<file path="config.mk">
export PLATFORM = sky130hd
export DESIGN_NAME = mem_stage_ctrl
export DESIGN_NICKNAME = d
export VERILOG_FILES = /design/src/rtl/mem_stage_ctrl_pkg.sv /design/src/rtl/mem_stage_ctrl_align.sv /design/src/rtl/mem_stage_ctrl.sv
export SDC_FILE = /design/constraint.sdc
export NUM_CORES = 1
export LEC_CHECK = 0
export ABC_AREA = 1
export BUFFER_PORTS_ARGS = -buffer_cell sky130_fd_sc_hd__buf_2
export CORE_MARGIN = 2
export CORE_UTILIZATION = 54
export CTS_CLUSTER_DIAMETER = 50
export CTS_CLUSTER_SIZE = 12
export DETAILED_ROUTE_END_ITERATION = 12
export GPL_TIMING_DRIVEN = 0
export PLACE_DENSITY = 0.93
export SETUP_SLACK_MARGIN = 0.5
export SYNTH_ARGS = -nofsm -noshare
export SYNTH_HDL_FRONTEND = slang
export SYNTH_SLANG_ARGS = --single-unit
</file>
<file path="constraint.sdc">
create_clock -name clk -period 13.2 [get_ports clk]
set_input_delay 1.98 -clock clk [delete_from_list [all_inputs] [get_ports clk]]
set_output_delay 1.98 -clock clk [all_outputs]
set_load 0.03 [all_outputs]
</file>
<file path="src/rtl/mem_stage_ctrl_pkg.sv">
// Pipeline buffer types shared by the MEM stage: EX/MEM and MEM/WB layouts,
// the MEM-stage FSM state type and the load/store width codes.
package Pipe_Buf_Reg_PKG;

  typedef struct packed {
    logic        reg_write;
    logic [1:0]  reg_wb_src;
    logic        mem_read;
    logic        mem_write;
    logic [2:0]  funct3;
    logic [6:0]  opcode;
    logic [31:0] pc_plus_4;
    logic [31:0] ALU_result;
    logic [31:0] rd2;
    logic [4:0]  rd;
    logic [31:0] tb_current_instr;
  } ex_mem_reg;

  typedef struct packed {
    logic        reg_write;
    logic [1:0]  reg_wb_src;
    logic [31:0] pc_plus_4;
    logic [31:0] ALU_result;
    logic [31:0] mem_read_data;
    logic [4:0]  rd;
    logic [31:0] tb_current_instr;
  } mem_wb_reg;

  typedef enum logic [1:0] {IDLE, REQ, RESP} mem_state_t;

  localparam logic [2:0] F3_B  = 3'b000;
  localparam logic [2:0] F3_H  = 3'b001;
  localparam logic [2:0] F3_W  = 3'b010;
  localparam logic [2:0] F3_BU = 3'b100;
  localparam logic [2:0] F3_HU = 3'b101;

  function automatic mem_wb_reg pack_wb(input logic        reg_write,
                                        input logic [1:0]  reg_wb_src,
                                        input logic [31:0] pc_plus_4,
                                        input logic [31:0] alu_result,
                                        input logic [31:0] read_data,
                                        input logic [4:0]  rd,
                                        input logic [31:0] instr);
    mem_wb_reg wb;
    wb.reg_write        = reg_write;
    wb.reg_wb_src       = reg_wb_src;
    wb.pc_plus_4        = pc_plus_4;
    wb.ALU_result       = alu_result;
    wb.mem_read_data    = read_data;
    wb.rd               = rd;
    wb.tb_current_instr = instr;
    return wb;
  endfunction

endpackage

</file>
<file path="src/rtl/mem_stage_ctrl_align.sv">
// Byte-lane steering for data memory: store enables/replicated data, load
// extraction with sign/zero extension, and legality of width vs. address.
module mem_align_unit
  import Pipe_Buf_Reg_PKG::*;
(
  input  logic [2:0]  i_funct3,
  input  logic        i_is_store,
  input  logic [1:0]  i_lane,
  input  logic [31:0] i_rd2,
  input  logic [31:0] i_rdata,
  output logic [3:0]  o_be,
  output logic [31:0] o_wdata,
  output logic [31:0] o_load_ext,
  output logic        o_misalign
);

  logic [7:0]  w_byte;
  logic [15:0] w_half;

  always_comb begin
    case (i_lane)
      2'd0:    w_byte = i_rdata[7:0];
      2'd1:    w_byte = i_rdata[15:8];
      2'd2:    w_byte = i_rdata[23:16];
      default: w_byte = i_rdata[31:24];
    endcase
    w_half = i_lane[1] ? i_rdata[31:16] : i_rdata[15:0];
  end

  // Unsigned widths exist only for loads, so BU/HU on a store is illegal.
  always_comb begin
    o_be       = 4'b0000;
    o_wdata    = i_rd2;
    o_load_ext = i_rdata;
    o_misalign = 1'b0;
    case (i_funct3)
      F3_B, F3_BU: begin
        o_be       = 4'b0001 << i_lane;
        o_wdata    = {4{i_rd2[7:0]}};
        o_load_ext = (i_funct3 == F3_B) ? {{24{w_byte[7]}}, w_byte} : {24'b0, w_byte};
        o_misalign = i_is_store && (i_funct3 == F3_BU);
      end
      F3_H, F3_HU: begin
        o_be       = 4'b0011 << i_lane;
        o_wdata    = {2{i_rd2[15:0]}};
        o_load_ext = (i_funct3 == F3_H) ? {{16{w_half[15]}}, w_half} : {16'b0, w_half};
        o_misalign = i_lane[0] || (i_is_store && (i_funct3 == F3_HU));
      end
      F3_W: begin
        o_be       = 4'b1111;
        o_wdata    = i_rd2;
        o_load_ext = i_rdata;
        o_misalign = |i_lane;
      end
      default: o_misalign = 1'b1;
    endcase
  end

endmodule

</file>
<file path="src/rtl/mem_stage_ctrl.sv">
// MEM pipeline stage: turns the EX/MEM buffer into the MEM/WB buffer, running a
// req/gnt/rvalid data-memory handshake and stalling the front end meanwhile.
module mem_stage_ctrl
  import Pipe_Buf_Reg_PKG::*;
#(
  parameter int unsigned TIMEOUT_CYCLES = 255
) (
  input  logic        clk,
  input  logic        reset,
  input  ex_mem_reg   ex_mem_in,
  input  logic        ex_mem_valid,
  output logic        mem_stall,
  output logic        dmem_req,
  output logic        dmem_we,
  output logic [31:0] dmem_addr,
  output logic [3:0]  dmem_be,
  output logic [31:0] dmem_wdata,
  input  logic        dmem_gnt,
  input  logic        dmem_rvalid,
  input  logic [31:0] dmem_rdata,
  output mem_wb_reg   mem_wb_out,
  output logic        mem_wb_valid,
  output logic        misalign_err,
  output logic        timeout_err
);

  localparam logic [7:0] LP_LAST = 8'(TIMEOUT_CYCLES - 1);

  mem_state_t  r_state;
  ex_mem_reg   r_held;
  logic [7:0]  r_cnt;

  logic [2:0]  w_funct3;
  logic        w_is_store;
  logic [1:0]  w_lane;
  logic [31:0] w_rd2;
  logic [3:0]  w_be;
  logic [31:0] w_wdata;
  logic [31:0] w_load_ext;
  logic        w_misalign;
  logic        w_mem_op;
  logic        w_illegal;
  logic        w_expire;
  logic        w_unused_opcode;

  // The aligner looks at the incoming op while idle (legality check) and at
  // the held op once an access is in flight.
  assign w_funct3   = (r_state == IDLE) ? ex_mem_in.funct3 : r_held.funct3;
  assign w_is_store = (r_state == IDLE) ? ex_mem_in.mem_write : r_held.mem_write;
  assign w_lane     = (r_state == IDLE) ? ex_mem_in.ALU_result[1:0] : r_held.ALU_result[1:0];
  assign w_rd2      = (r_state == IDLE) ? ex_mem_in.rd2 : r_held.rd2;

  mem_align_unit u_align (
    .i_funct3   (w_funct3),
    .i_is_store (w_is_store),
    .i_lane     (w_lane),
    .i_rd2      (w_rd2),
    .i_rdata    (dmem_rdata),
    .o_be       (w_be),
    .o_wdata    (w_wdata),
    .o_load_ext (w_load_ext),
    .o_misalign (w_misalign)
  );

  assign w_mem_op        = ex_mem_in.mem_read | ex_mem_in.mem_write;
  assign w_illegal       = (ex_mem_in.mem_read & ex_mem_in.mem_write) | w_misalign;
  assign w_expire        = (r_cnt == LP_LAST);
  assign w_unused_opcode = ^r_held.opcode;

  assign mem_stall  = (r_state != IDLE);
  assign dmem_req   = (r_state == REQ);
  assign dmem_we    = r_held.mem_write;
  assign dmem_addr  = {r_held.ALU_result[31:2], 2'b00};
  assign dmem_be    = w_be;
  assign dmem_wdata = w_wdata;

  // Single FSM: valid/error outputs default low and pulse only on an emit edge,
  // while mem_wb_out keeps its last value between emits. A completion in the
  // same cycle as timer expiry takes precedence over the timeout.
  always_ff @(posedge clk or posedge reset) begin
    if (reset) begin
      r_state      <= IDLE;
      r_held       <= '0;
      r_cnt        <= '0;
      mem_wb_out   <= '0;
      mem_wb_valid <= 1'b0;
      misalign_err <= 1'b0;
      timeout_err  <= 1'b0;
    end else begin
      mem_wb_valid <= 1'b0;
      misalign_err <= 1'b0;
      timeout_err  <= 1'b0;
      case (r_state)
        IDLE: begin
          if (ex_mem_valid) begin
            if (!w_mem_op) begin
              mem_wb_out   <= pack_wb(ex_mem_in.reg_write, ex_mem_in.reg_wb_src, ex_mem_in.pc_plus_4,
                                      ex_mem_in.ALU_result, 32'h0, ex_mem_in.rd, ex_mem_in.tb_current_instr);
              mem_wb_valid <= 1'b1;
            end else if (w_illegal) begin
              mem_wb_out   <= pack_wb(1'b0, ex_mem_in.reg_wb_src, ex_mem_in.pc_plus_4,
                                      ex_mem_in.ALU_result, 32'h0, ex_mem_in.rd, ex_mem_in.tb_current_instr);
              mem_wb_valid <= 1'b1;
              misalign_err <= 1'b1;
            end else begin
              r_held  <= ex_mem_in;
              r_cnt   <= '0;
              r_state <= REQ;
            end
          end
        end
        REQ: begin
          r_cnt <= r_cnt + 8'd1;
          if (dmem_gnt && !r_held.mem_read) begin
            mem_wb_out   <= pack_wb(r_held.reg_write, r_held.reg_wb_src, r_held.pc_plus_4,
                                    r_held.ALU_result, 32'h0, r_held.rd, r_held.tb_current_instr);
            mem_wb_valid <= 1'b1;
            r_state      <= IDLE;
          end else if (w_expire) begin
            mem_wb_out   <= pack_wb(1'b0, r_held.reg_wb_src, r_held.pc_plus_4,
                                    r_held.ALU_result, 32'h0, r_held.rd, r_held.tb_current_instr);
            mem_wb_valid <= 1'b1;
            timeout_err  <= 1'b1;
            r_state      <= IDLE;
          end else if (dmem_gnt) begin
            r_state <= RESP;
          end
        end
        RESP: begin
          r_cnt <= r_cnt + 8'd1;
          if (dmem_rvalid) begin
            mem_wb_out   <= pack_wb(r_held.reg_write, r_held.reg_wb_src, r_held.pc_plus_4,
                                    r_held.ALU_result, w_load_ext, r_held.rd, r_held.tb_current_instr);
            mem_wb_valid <= 1'b1;
            r_state      <= IDLE;
          end else if (w_expire) begin
            mem_wb_out   <= pack_wb(1'b0, r_held.reg_wb_src, r_held.pc_plus_4,
                                    r_held.ALU_result, 32'h0, r_held.rd, r_held.tb_current_instr);
            mem_wb_valid <= 1'b1;
            timeout_err  <= 1'b1;
            r_state      <= IDLE;
          end
        end
        default: r_state <= IDLE;
      endcase
    end
  end

endmodule
</file>
Word-level counts from Yosys, hierarchy flattened. Index checks and enable logic that the tools add are counted.

Word-level logic and storage cells: 108. Input port bits: 185. Bits in registers: 290.

Bitwise operators: 4. Add/subtract/negate cells: 1. Reductions and logical operators: 19. Equal/unequal tests: 15. Multiplexer cells: 45. Shift operators: 2.

Operator list (number): two-way mux 136 bit (6); one-hot mux 136 bit (3 select lines) (1); one-hot mux 32 bit (2 select lines) (2); two-way mux 32 bit (3); two-way mux 8 bit (3); one-hot mux 8 bit (3 select lines) (1); two-way mux 2 bit (9); two-way mux 16 bit (1); one-hot mux 8 bit (2 select lines) (1); two-way mux 1 bit (12); one-hot mux 4 bit (3 select lines) (1); adder 8 x 1 -> 8 bit, second input constant (1); equality test 8 bit, second input constant (1); AND reduction 4 bit (2); OR reduction 2 bit (4); equality test 3 bit, second input constant (2); inequality test 2 bit, second input constant (3); inequality test 3 bit, second input constant (2); one-hot mux 1 bit (3 select lines) (2); one-hot mux 2 bit (3 select lines) (1); AND reduction 5 bit (1); equality test 2 x 1 -> 1 bit, second input constant (2); equality test 2 bit, second input constant (2); logical NOT 2 bit (2); other kinds (17) (21).

Longest topological paths before layout. Gate-level depths: netlist (run 1).

Depth in word-level cells: 11. Depth in mapped cells: 19. Depth with buffers taken out: 16.

Modules after synthesis. From an unflattened synthesis (run 1), not the netlist that was laid out.

Cells, all modules: 2433. Area total of the unflattened synthesis: 16245.6 µm².

By module, submodules not included: mem_stage_ctrl (cells each 2191, instances 1, area each 15109.5 µm²); mem_align_unit (cells each 242, instances 1, area each 1136.1 µm²).

Least setup slack after synthesis (run 1). No wires, ideal clock.

Kind: input -> output. Start: input port ex_mem_in[141] (netlist name). End: output port dmem_be[2]. Arrival time: 3623 ps. Required time: 11220 ps. Path buffers: 2. Path slack: 7597 ps. Stages on the path: 5. Cell sequence: inv_1 -> o21ai_1 -> buf_2 -> buf_2 -> o41ai_1.

Cells in the longest elaborated chain, start to end: 4.

Ends and longest elaborated chain: start: declaration (line mem_stage_ctrl.sv:10) `input ex_mem_reg ex_mem_in,`; two-way mux 3 bit (*) (line mem_stage_ctrl.sv:48) `assign w_funct3 = (r_state == IDLE) ? ex_mem_in.funct3 : r_held.funct3;`; equality test 3 bit, or another cell as far along (line mem_stage_ctrl_align.sv:36) `case (i_funct3)`; OR reduction 2 bit (line mem_stage_ctrl_align.sv:36); one-hot mux 4 bit (3 select lines) (*) (line mem_stage_ctrl_align.sv:36); end: declaration (line mem_stage_ctrl.sv:16) `output logic [3:0] dmem_be,`.

Mark *: on every way between the ends. The rest lies on a longest branch, timed or not.

Worst setup path in the final report (run 1).
Start: input port ex_mem_in[141] (netlist name). End: output port dmem_wdata[26].

Cells in the longest elaborated chain, start to end: 4.

Ends and longest elaborated chain: two-way mux 3 bit (*) (line mem_stage_ctrl.sv:48); equality test 3 bit, or another cell as far along (line mem_stage_ctrl_align.sv:36); OR reduction 2 bit (line mem_stage_ctrl_align.sv:36); one-hot mux 32 bit (2 select lines) (*) (line mem_stage_ctrl_align.sv:36); end: declaration (line mem_stage_ctrl.sv:17) `output logic [31:0] dmem_wdata,`.

Marks and branches as above.

==> results of run 1 <==
[cell usage after synthesis, types with 3 or more instances]
cell type,instances
a21oi_1,196
a31oi_1,13
buf_1,4
buf_2,49
buf_4,45
buf_6,8
clkbuf_1,66
dfrtp_1,290
ha_1,6
inv_1,105
inv_2,5
nand2_1,900
nand2_2,12
nand2_4,5
nand3_1,53
nor2_1,167
nor2_4,3
nor3_1,3
o211ai_1,10
o21ai_0,162
o21ai_1,66
o21ai_2,14
or2_2,21
xor2_1,5
[path summary, 6_finish.rpt]
kind | startpoint | to | slack, ns | cells after the start
setup / recovery | ex_mem_in[141] | dmem_wdata[26] | 7.35 | 11
hold / removal | mem_wb_out[114] | mem_wb_out[114] | 0.48 | 2
setup reg to reg | r_state[0] | mem_wb_out[52] | 10.20 | 9
hold reg to reg | mem_wb_out[114] | mem_wb_out[114] | 0.48 | 2
max in group asynchronous | reset | r_held[103] | 10.66 | 3
min in group asynchronous | reset | r_held[45] | 1.58 | 2
[worst register-to-register path, stage by stage (launching register included)]
cell      delay, ns
dfrtp_1        0.40
inv_1          0.08
ha_1           0.27
clkbuf_1       0.49
clkbuf_1       0.63
nand3_1        0.26
inv_1          0.17
clkbuf_1       0.43
nand2_1        0.12
nand2_1        0.09
[final cells by class]
| cell class | count | area, µm² |
|---|---|---|
| antenna | 8 | 20.0 |
| tap | 384 | 480 |
| clock buffer | 44 | 928 |
| multi-input combinational | 1650 | 7230 |
| sequential | 290 | 7260 |
| clock inverter | 12 | 121 |
| inverter | 112 | 433 |
| fill | 2378 | 9380 |
| timing repair buffer | 386 | 1980 |
| buffer | 174 | 956 |
[routing by layer]
metal	share of wire	global-route usage	vias to the layer above
met4	0.056	0.192	2
met2	0.47	0.585	1112
met3	0.10	0.0753	237
met5	0.00023	0	-
li1	-	-	7884
met1	0.37	0.445	8173
[placed cells by master, fill, tap and decap left out, drive strengths merged]
master,synthesis,layout
o211ai,10,10
nand4,1,1
o221ai,1,1
clkinv,1,8
nor3b,1,1
o41ai,1,1
xor2,5,5
o21a,1,1
nor3,4,4
inv,111,114
a31oi,13,13
a21oi,197,197
bufinv,0,1
o22ai,1,1
o21ai,242,242
o31ai,1,1
clkinvlp,0,1
clkbuf,67,111
ha,6,6
buf,107,493
dfrtp,290,290
nor2,171,171
or2,21,21
diode,0,8
nand2,917,917
conb,1,2
nand3,55,55
[cells by family (layout without fill, tap and decap cells)]
group / Yosys count / in the layout / synth area share
flip-flops: 290 / 290 / 0.457
adder cells (fa/ha/maj): 6 / 6 / 0.00473
AND/OR/NAND/NOR: 1170 / 1170 / 0.293
buffers and inverters: 286 / 728 / 0.0871
other: 1 / 10 / 0.000236
XOR/XNOR: 5 / 5 / 0.00276
AO/OA/AOI/OAI: 467 / 467 / 0.155
[power by group]
part           internal (mW)  total [mW]  switching [mW]  leakage, nW
sequential              1.29        1.54           0.248         3.66
clock                  0.520       0.907           0.387        0.514
combinational           1.04        3.60            2.56         6.45
[state kept, by name, indices dropped and copies added, names as in the netlist, 2 cells and up]
| register | count |
|---|---|
| r_held | 110 |
| dmem_addr | 30 |
| r_cnt | 8 |
| r_state | 2 |
| mem_wb_out | 136 |
[metrics by stage]
step           hold slack (ns)  utilization  cells  setup WS, ns
5_1_grt                  0.487        0.674   3060          7.17
2_1_floorplan            0.444            -   2226          3.21
3_3_place_gp             0.458        0.635   2994        0.0263
4_1_cts                  0.479        0.673   3052          7.37
6_report                 0.478        0.674   3060          7.35
3_5_place_dp             0.465        0.637   2996          7.37
==> results.yml, run 1 <==
worst_setup_path:
  worstPathArrival_ns: 3.87
  cp-start-kind: "input port"
  crit_fanout: 10
  required_ns: 11.22
  cp-end-kind: "primary output"
  cpMaxStageDelayCell: "clkbuf_1"
  cp_cell_sequence: "buf_2 -> inv_1 -> nand2_2 -> o21ai_2 -> buf_4 -> clkbuf_1 -> clkbuf_1 -> a21oi_1 -> o21ai_0 -> o211ai_1 -> buf_2"
  cp_num_buf_inv: 6
  cp_top_family: "buffers and inverters"
  worstSetupPathType: "input port to primary output"
  cpPeakStageDelay_ns: 0.42
job:
  maxCapViolations: 0
grt:
  grt_pass1_vias: 17126
  antenna_found_initial: 11
  globalRouteTotalUtil: 0.357
  grt_pass1_wl_um: 88300
  grt_max_degree: 107
  grt_overflow: 0
floorplan:
  top_level_ports: 395
  die_h_um: 175
  die_w_um: 175
  rows: 62
  coreArea_um2: 28800
  dieArea_um2: 30800
  start_util: 0.551
finish:
  area_growth_pct: 22.3
  nets: 2839
  design_area_um2: 19400
  drive_gt1_frac: 0.228
timing:
  slew_violations: 0
  fin_setup_tns_ns: 0
  worst_slew_pin_slew_ns: 0.736
  relSlewSlack: 0.509
  min_period_ns: 5.85
  rsz0062_at_grt: "no"
  fmax_mhz: 171
  skew_ns: 0.0180
  hold_violations: 0
  fin_crit_sh: 0.443
  setup_viol: 0
cts:
  cts_made_buffers: 34
  clk_pin_slew_worst_paths_ns: 0.06
  cts_max_level: 2
  postCtsHoldBufs: 0
  clockRootBuffer: "clkbuf_16"
  clockBufferDepth: 3
  clock_latency_ns: 0.52
  cts.sinks: 290
  post_cts_resized: 0
  cts_tree: "yes"
  post_cts_buffers: 0
placed_design:
  dp_hpwl_um: 40600
  numPortBuffers: 384
  place_congestion: 0.968
  placed_area_um2: 18300
yosys:
  yosysTopAreaCell: "dfrtp_1"
  synth-seq-cells: 290
  synth_area_um2: 15900
  synthFlopType: "dfrtp_1"
  synth_cell_types: 41
  yosysWarnings: 0
  ys_seq_area_frac: 0.457
  synth_area_leaders: "dfrtp_1 (46%), nand2_1 (21%), a21oi_1 (6.2%), o21ai_0 (5.1%), nor2_1 (4.0%)"
  syn-instance-count: 2225
  syn-mean-instance-area_um2: 7.13
  async_flop_share: 1.00
  yosys.area.top_type_share: 0.457
  synth-edff-count: 0
drt:
  vias: 17408
  route.detailed.drc: 0
  route.detailed.wl_per_inst_um: 18.3
  dr.first_iter.drc_count: 1880
  drt-total-wl_um: 56100
  vias_per_cell: 5.69
  first_pass_iters: 6
  ant_nets: 0
hold_path:
  worstHoldPathType: "flip-flop to flip-flop"
power:
  power_leakage_nw: 10.6
  peakVddDrop_mv: 0.207
  power_mw: 6.04
  p_per_area_nw_per_um2: 311
status:
  status: "completed"
Power figures use the tool's default switching activity.
==> inputs of run 2 (changes only) <==
--- a/config.mk
+++ b/config.mk
@@ -5,15 +5,15 @@
 export SDC_FILE = /design/constraint.sdc
 export NUM_CORES = 1
 export LEC_CHECK = 0
-export ABC_AREA = 1
+export ABC_AREA = 0
 export BUFFER_PORTS_ARGS = -buffer_cell sky130_fd_sc_hd__buf_2
 export CORE_MARGIN = 2
-export CORE_UTILIZATION = 54
+export CORE_UTILIZATION = 52
 export CTS_CLUSTER_DIAMETER = 50
 export CTS_CLUSTER_SIZE = 12
 export DETAILED_ROUTE_END_ITERATION = 12
 export GPL_TIMING_DRIVEN = 0
-export PLACE_DENSITY = 0.93
+export PLACE_DENSITY = 0.92
 export SETUP_SLACK_MARGIN = 0.5
 export SYNTH_ARGS = -nofsm -noshare
 export SYNTH_HDL_FRONTEND = slang
==> constraint.sdc (replaced) <==
create_clock -name clk -period 5.79 [get_ports clk]
set_input_delay 0.8685 -clock clk [delete_from_list [all_inputs] [get_ports clk]]
set_output_delay 0.8685 -clock clk [all_outputs]
set_load 0.03 [all_outputs]
==> results.yml, run 2 <==
status:
  status: "completed"
worst_setup_path:
  worst-path-stages: 12
  r2r_end: "r_held[31]"
  cp_num_buf_inv: 6
  r2r_setup_slack_ns: 2.54
  cp_top_family: "buffers and inverters"
  reg2reg_from: "r_state[0]"
  crit_start: "r_state[0]"
  reg2reg_depth: 10
  cpMaxStageDelayCell: "dfrtp_1"
  crit_fanout: 10
  crit_top_cell: "buf_2"
  worstPathArrival_ns: 3.58
  endpoint: "dmem_wdata[29]"
  required_ns: 4.92
  cp-end-kind: "primary output"
  cpPeakStageDelay_ns: 0.42
  worstSetupPathType: "flip-flop to primary output"
  cp-start-kind: "flip-flop"
  cp_cell_sequence: "inv_1 -> ha_1 -> buf_6 -> buf_2 -> buf_2 -> buf_2 -> mux2_2 -> o21ai_0 -> o21ai_0 -> nand2_1 -> o21ai_0 -> buf_2"
power:
  p_int_mw: 6.19
  peakVddDrop_mv: 0.394
  seqPwrFrac: 0.302
  switching_power_mw: 5.41
  p_per_area_nw_per_um2: 690
  power_leakage_nw: 8.61
  clock_power_share: 0.164
  netSwitchingFraction: 0.466
  power_frac_comb: 0.535
yosys:
  async_flop_share: 1.00
  yosys.area.top_type_share: 0.544
  synth_cell_types: 54
  yosysTopAreaCell: "dfrtp_1"
  yosysWarnings: 0
  synth_area_leaders: "dfrtp_1 (54%), mux2_2 (12%), a222oi_1 (4.3%), a22oi_1 (4.0%), nand2_1 (4.0%)"
  syn-mean-instance-area_um2: 11.3
  synth_area_um2: 13400
  synth.most_common_cell: "dfrtp_1"
  syn-instance-count: 1186
  synth-seq-cells: 290
  synthFlopType: "dfrtp_1"
  synth-edff-count: 0
  ys_seq_area_frac: 0.544
  synth_common_cells: "dfrtp_1 (290), mux2_2 (148), nand2_1 (142), inv_1 (73), a22oi_1 (71)"
hold_path:
  worstHoldPathType: "input port to async pin"
grt:
  globalRouteTotalUtil: 0.293
  grt_max_degree: 44
  grt_pass1_wl_um: 62300
  antenna_found_initial: 9
  grt_overflow: 0
  grt_pass1_vias: 11738
floorplan:
  rows: 58
  coreArea_um2: 25200
  start_util: 0.530
  dieArea_um2: 27000
  top_level_ports: 395
  die_h_um: 164
  die_w_um: 164
timing:
  relSlewSlack: 0.369
  fin_setup_tns_ns: 0
  fmax_mhz: 225
  fin_crit_sh: 0.768
  min_period_ns: 4.45
  rsz0062_at_grt: "no"
  hold_violations: 0
  skew_ns: 0.0122
  worst_slew_pin_slew_ns: 0.936
  setup_viol: 0
  fin_ws_ns: 1.34
  slew_violations: 0
cts:
  cts_made_buffers: 31
  clockRootBuffer: "clkbuf_16"
  cts_tree: "yes"
  post_cts_buffers: 0
  cts.sinks: 290
  clockBufferDepth: 3
  post_cts_resized: 0
  postCtsHoldBufs: 0
  clk_pin_slew_worst_paths_ns: 0.07
  clock_latency_ns: 0.56
  cts_max_level: 1
finish:
  drive_gt1_frac: 0.399
  mostFrequentLayoutCell: "buf_2"
  registers.top_by_ff_count: "mem_wb_out"
  final_cell_mix: "buf_2 (407), dfrtp_1 (290), mux2_2 (148), nand2_1 (142), inv_1 (72)"
  n_fill_cell: 1846
  nets: 1803
  final_core_util: 0.668
  largest_reg_flops: 136
  area_growth_pct: 26.0
drt:
  ant_nets: 0
  first_pass_iters: 9
  dr.first_iter.drc_count: 1324
  route.detailed.drc: 0
  drt-total-wl_um: 41200
  vias_per_cell: 6.02
  route.detailed.wl_per_inst_um: 21.0
  vias: 11844
placed_design:
  dp_worst_setup_slack_ns: 1.90
  dp_hpwl_um: 30100
  numPortBuffers: 384
  place_congestion: 0.914
job:
  maxCapViolations: 0
==> run 2: changes by cell type after synthesis, moves of 32 or more <==
cell,before,now
inv_1,105,73
o21ai_0,162,64
a22oi_1,0,71
nand2_1,900,142
a21oi_1,196,36
o21ai_1,66,2
nand3_1,53,5
a222oi_1,0,57
nor2_1,167,39
mux2_2,0,148
==> run 2: worst min-delay path by stage <==
stage	endpoint	slack [ns]	startpoint
3_3_place_gp	mem_wb_out[128]	0.44	r_held[128]
2_1_floorplan	mem_wb_out[0]	0.43	r_held[0]
3_5_place_dp	mem_wb_out[128]	0.45	r_held[128]
4_1_cts	r_held[56]	0.32	reset
5_1_grt	r_held[56]	0.34	reset
6_report	r_held[140]	0.33	reset
==> run 2: through the flow <==
step	area, µm²	hold slack, ns	power (mW)	cells
floorplan	13400	0.433	7.75	1187
global placement	15700	0.440	9.33	1901
detailed placement	15900	0.447	9.61	1909
CTS	16800	0.315	11.6	1957
global route	16800	0.344	12.2	1964
finish	16800	0.330	11.6	1966
==> run 2: kinds of logic after synthesis <==
group / count (synthesis) / share of synthesized area
buf+inv: 190 / 0.0651
compound gates: 308 / 0.171
fa+ha+maj: 7 / 0.00637
xor+xnor: 1 / 0.000656
flops: 290 / 0.544
mux: 174 / 0.146
simple gates: 215 / 0.0662
other cells: 1 / 0.000281
==> run 2: final cells by class <==
cell class	count	area, µm²	share of cell area
flip-flops and latches	290	7260	0.431
multi-input cells	707	5230	0.311
repair buffers	392	2080	0.124
clock buffers	40	840	0.0499
plain buffers	116	592	0.0352
well taps	330	413	0.0245
inverters	74	282	0.0167
clock inverters	8	105	0.00625
diodes	9	22.5	0.00134
==> run 2: metal layers <==
metal / GRT usage / up-vias / routed length (µm) / share of wire
li1: - / 5152 / - / -
met1: 0.381 / 5845 / 16000 / 0.39
met2: 0.486 / 713 / 20100 / 0.49
met3: 0.0538 / 132 / 3510 / 0.085
met4: 0.120 / 2 / 1590 / 0.039
met5: 0 / - / 12 / 0.00029
==> run 2: power groups by stage <==
stage | sequential (mW) | combinational (mW) | clock (mW)
after global routing | 3.58 | 6.64 | 2.00
after floorplan | 4.07 | 3.69 | 0
after CTS | 3.47 | 6.17 | 1.92
after global placement | 3.42 | 5.91 | 0
after detailed placement | 3.49 | 6.12 | 0
final | 3.50 | 6.21 | 1.90
==> inputs of run 3 (changes only) <==
==> constraint.sdc (replaced) <==
create_clock -name clk -period 4.26 [get_ports clk]
set_input_delay 0.639 -clock clk [delete_from_list [all_inputs] [get_ports clk]]
set_output_delay 0.639 -clock clk [all_outputs]
set_load 0.03 [all_outputs]
==> results.yml, run 3 (same netlist as run 2, synthesis figures left out) <==
placed_design:
  placed_cells: 1909
  dp_worst_setup_slack_ns: 0.697
  numPortBuffers: 384
  dp_hpwl_um: 30100
  place_congestion: 0.914
timing:
  slew_violations: 0
  fin_ws_ns: 0.551
  setup_viol: 0
  fmax_mhz: 270
  worst_slew_pin_slew_ns: 0.959
  fin_setup_tns_ns: 0
  skew_ns: 0.00911
  min_period_ns: 3.71
  fin_crit_sh: 0.871
  relSlewSlack: 0.354
  hold_violations: 0
  rsz0062_at_grt: "yes"
worst_setup_path:
  crit_top_cell: "buf_2"
  worstPathArrival_ns: 3.07
  crit_fanout: 10
  cp_cell_sequence: "inv_1 -> ha_1 -> buf_6 -> mux2_2 -> clkbuf_4 -> or2_2 -> buf_2 -> buf_4 -> a21oi_1 -> buf_2"
  cp_top_family: "buffers and inverters"
  worstSetupPathType: "flip-flop to primary output"
  cp-start-kind: "flip-flop"
  cp_num_buf_inv: 6
  cp-end-kind: "primary output"
  cpPeakStageDelay_ns: 0.40
  cpMaxStageDelayCell: "dfrtp_1"
  required_ns: 3.62
finish:
  final_core_util: 0.672
  area_growth_pct: 26.8
  final_cell_mix: "buf_2 (400), dfrtp_1 (290), mux2_2 (148), nand2_1 (142), inv_1 (72)"
  largest_reg_flops: 136
  drive_gt1_frac: 0.410
  nets: 1804
  mostFrequentLayoutCell: "buf_2"
  registers.top_by_ff_count: "mem_wb_out"
  final_cells: 1967
floorplan:
  rows: 58
  die_h_um: 164
  top_level_ports: 395
  dieArea_um2: 27000
  coreArea_um2: 25200
  die_w_um: 164
  start_util: 0.530
status:
  status: "completed"
drt:
  ant_nets: 0
  route.detailed.drc: 0
  vias: 11801
  drt-total-wl_um: 41500
  route.detailed.wl_per_inst_um: 21.1
  vias_per_cell: 6.00
  first_pass_iters: 10
  dr.first_iter.drc_count: 1413
cts:
  cts_made_buffers: 31
  clockRootBuffer: "clkbuf_16"
  cts.sinks: 290
  postCtsHoldBufs: 0
  cts_max_level: 1
  clockBufferDepth: 3
  clk_pin_slew_worst_paths_ns: 0.06
  cts_tree: "yes"
  clock_latency_ns: 0.56
grt:
  grt_pass1_wl_um: 62400
  antenna_found_initial: 9
  grt_overflow: 0
  grt_pass1_vias: 11762
  grt_max_degree: 44
  globalRouteTotalUtil: 0.294
power:
  peakVddDrop_mv: 0.533
  power_leakage_nw: 8.65
  p_per_area_nw_per_um2: 943
hold_path:
  worstHoldPathType: "input port to async pin"
job:
  maxCapViolations: 0
[run 3: final timing paths]
kind,end,startpoint,slack (ns),cells after the start
min reg2reg,mem_wb_out[2],r_held[2],0.46,2
min in group clk,mem_wb_out[26],ex_mem_in[26],0.30,3
max in group asynchronous,mem_wb_out[120],reset,2.61,7
max reg2reg,r_held[31],r_state[1],1.01,11
min,r_held[56],reset,0.1,2
max,dmem_wdata[8],r_state[1],0.55,10
[run 3: area by class of cell]
type | instances | area (µm²)
Fill cell | 1833 | 8260
Sequential cell | 290 | 7260
Multi-Input combinational cell | 707 | 5270
Timing Repair Buffer | 393 | 2100
Clock buffer | 40 | 840
Buffer | 116 | 634
Tap cell | 330 | 413
Inverter | 74 | 282
Clock inverter | 8 | 105
Antenna cell | 9 | 22.5
[run 3: timing repair]
action,CTS,global route
gates resized for setup,16,32
buffers inserted,0,1
setup endpoints to repair,25,27
[run 3: stage by stage]
stage / hold WS, ns / instance area [µm²] / total power, mW
floorplan: 0.433 / 13400 / 10.5
global placement: 0.440 / 15700 / 12.7
detailed placement: 0.447 / 15900 / 13.1
CTS: 0.0859 / 16800 / 15.8
global route: 0.115 / 16900 / 16.8
finish: 0.0981 / 16900 / 16.0
[run 3: per-layer routing]
metal | GRT usage | up-vias | share of wire
met5 | 0 | - | 0.00029
met3 | 0.0538 | 123 | 0.083
met4 | 0.120 | 2 | 0.037
met1 | 0.381 | 5870 | 0.39
met2 | 0.489 | 669 | 0.49
li1 | - | 5137 | -
[run 3: power by group]
| group | leakage (nW) | switching (mW) | internal, mW | total [mW] |
|---|---|---|---|---|
| Combinational | 4.57 | 5.57 | 3.05 | 8.61 |
| Sequential | 3.61 | 0.763 | 4.00 | 4.76 |
| Clock | 0.465 | 1.09 | 1.49 | 2.58 |
| Total | 8.65 | 7.42 | 8.54 | 16.0 |
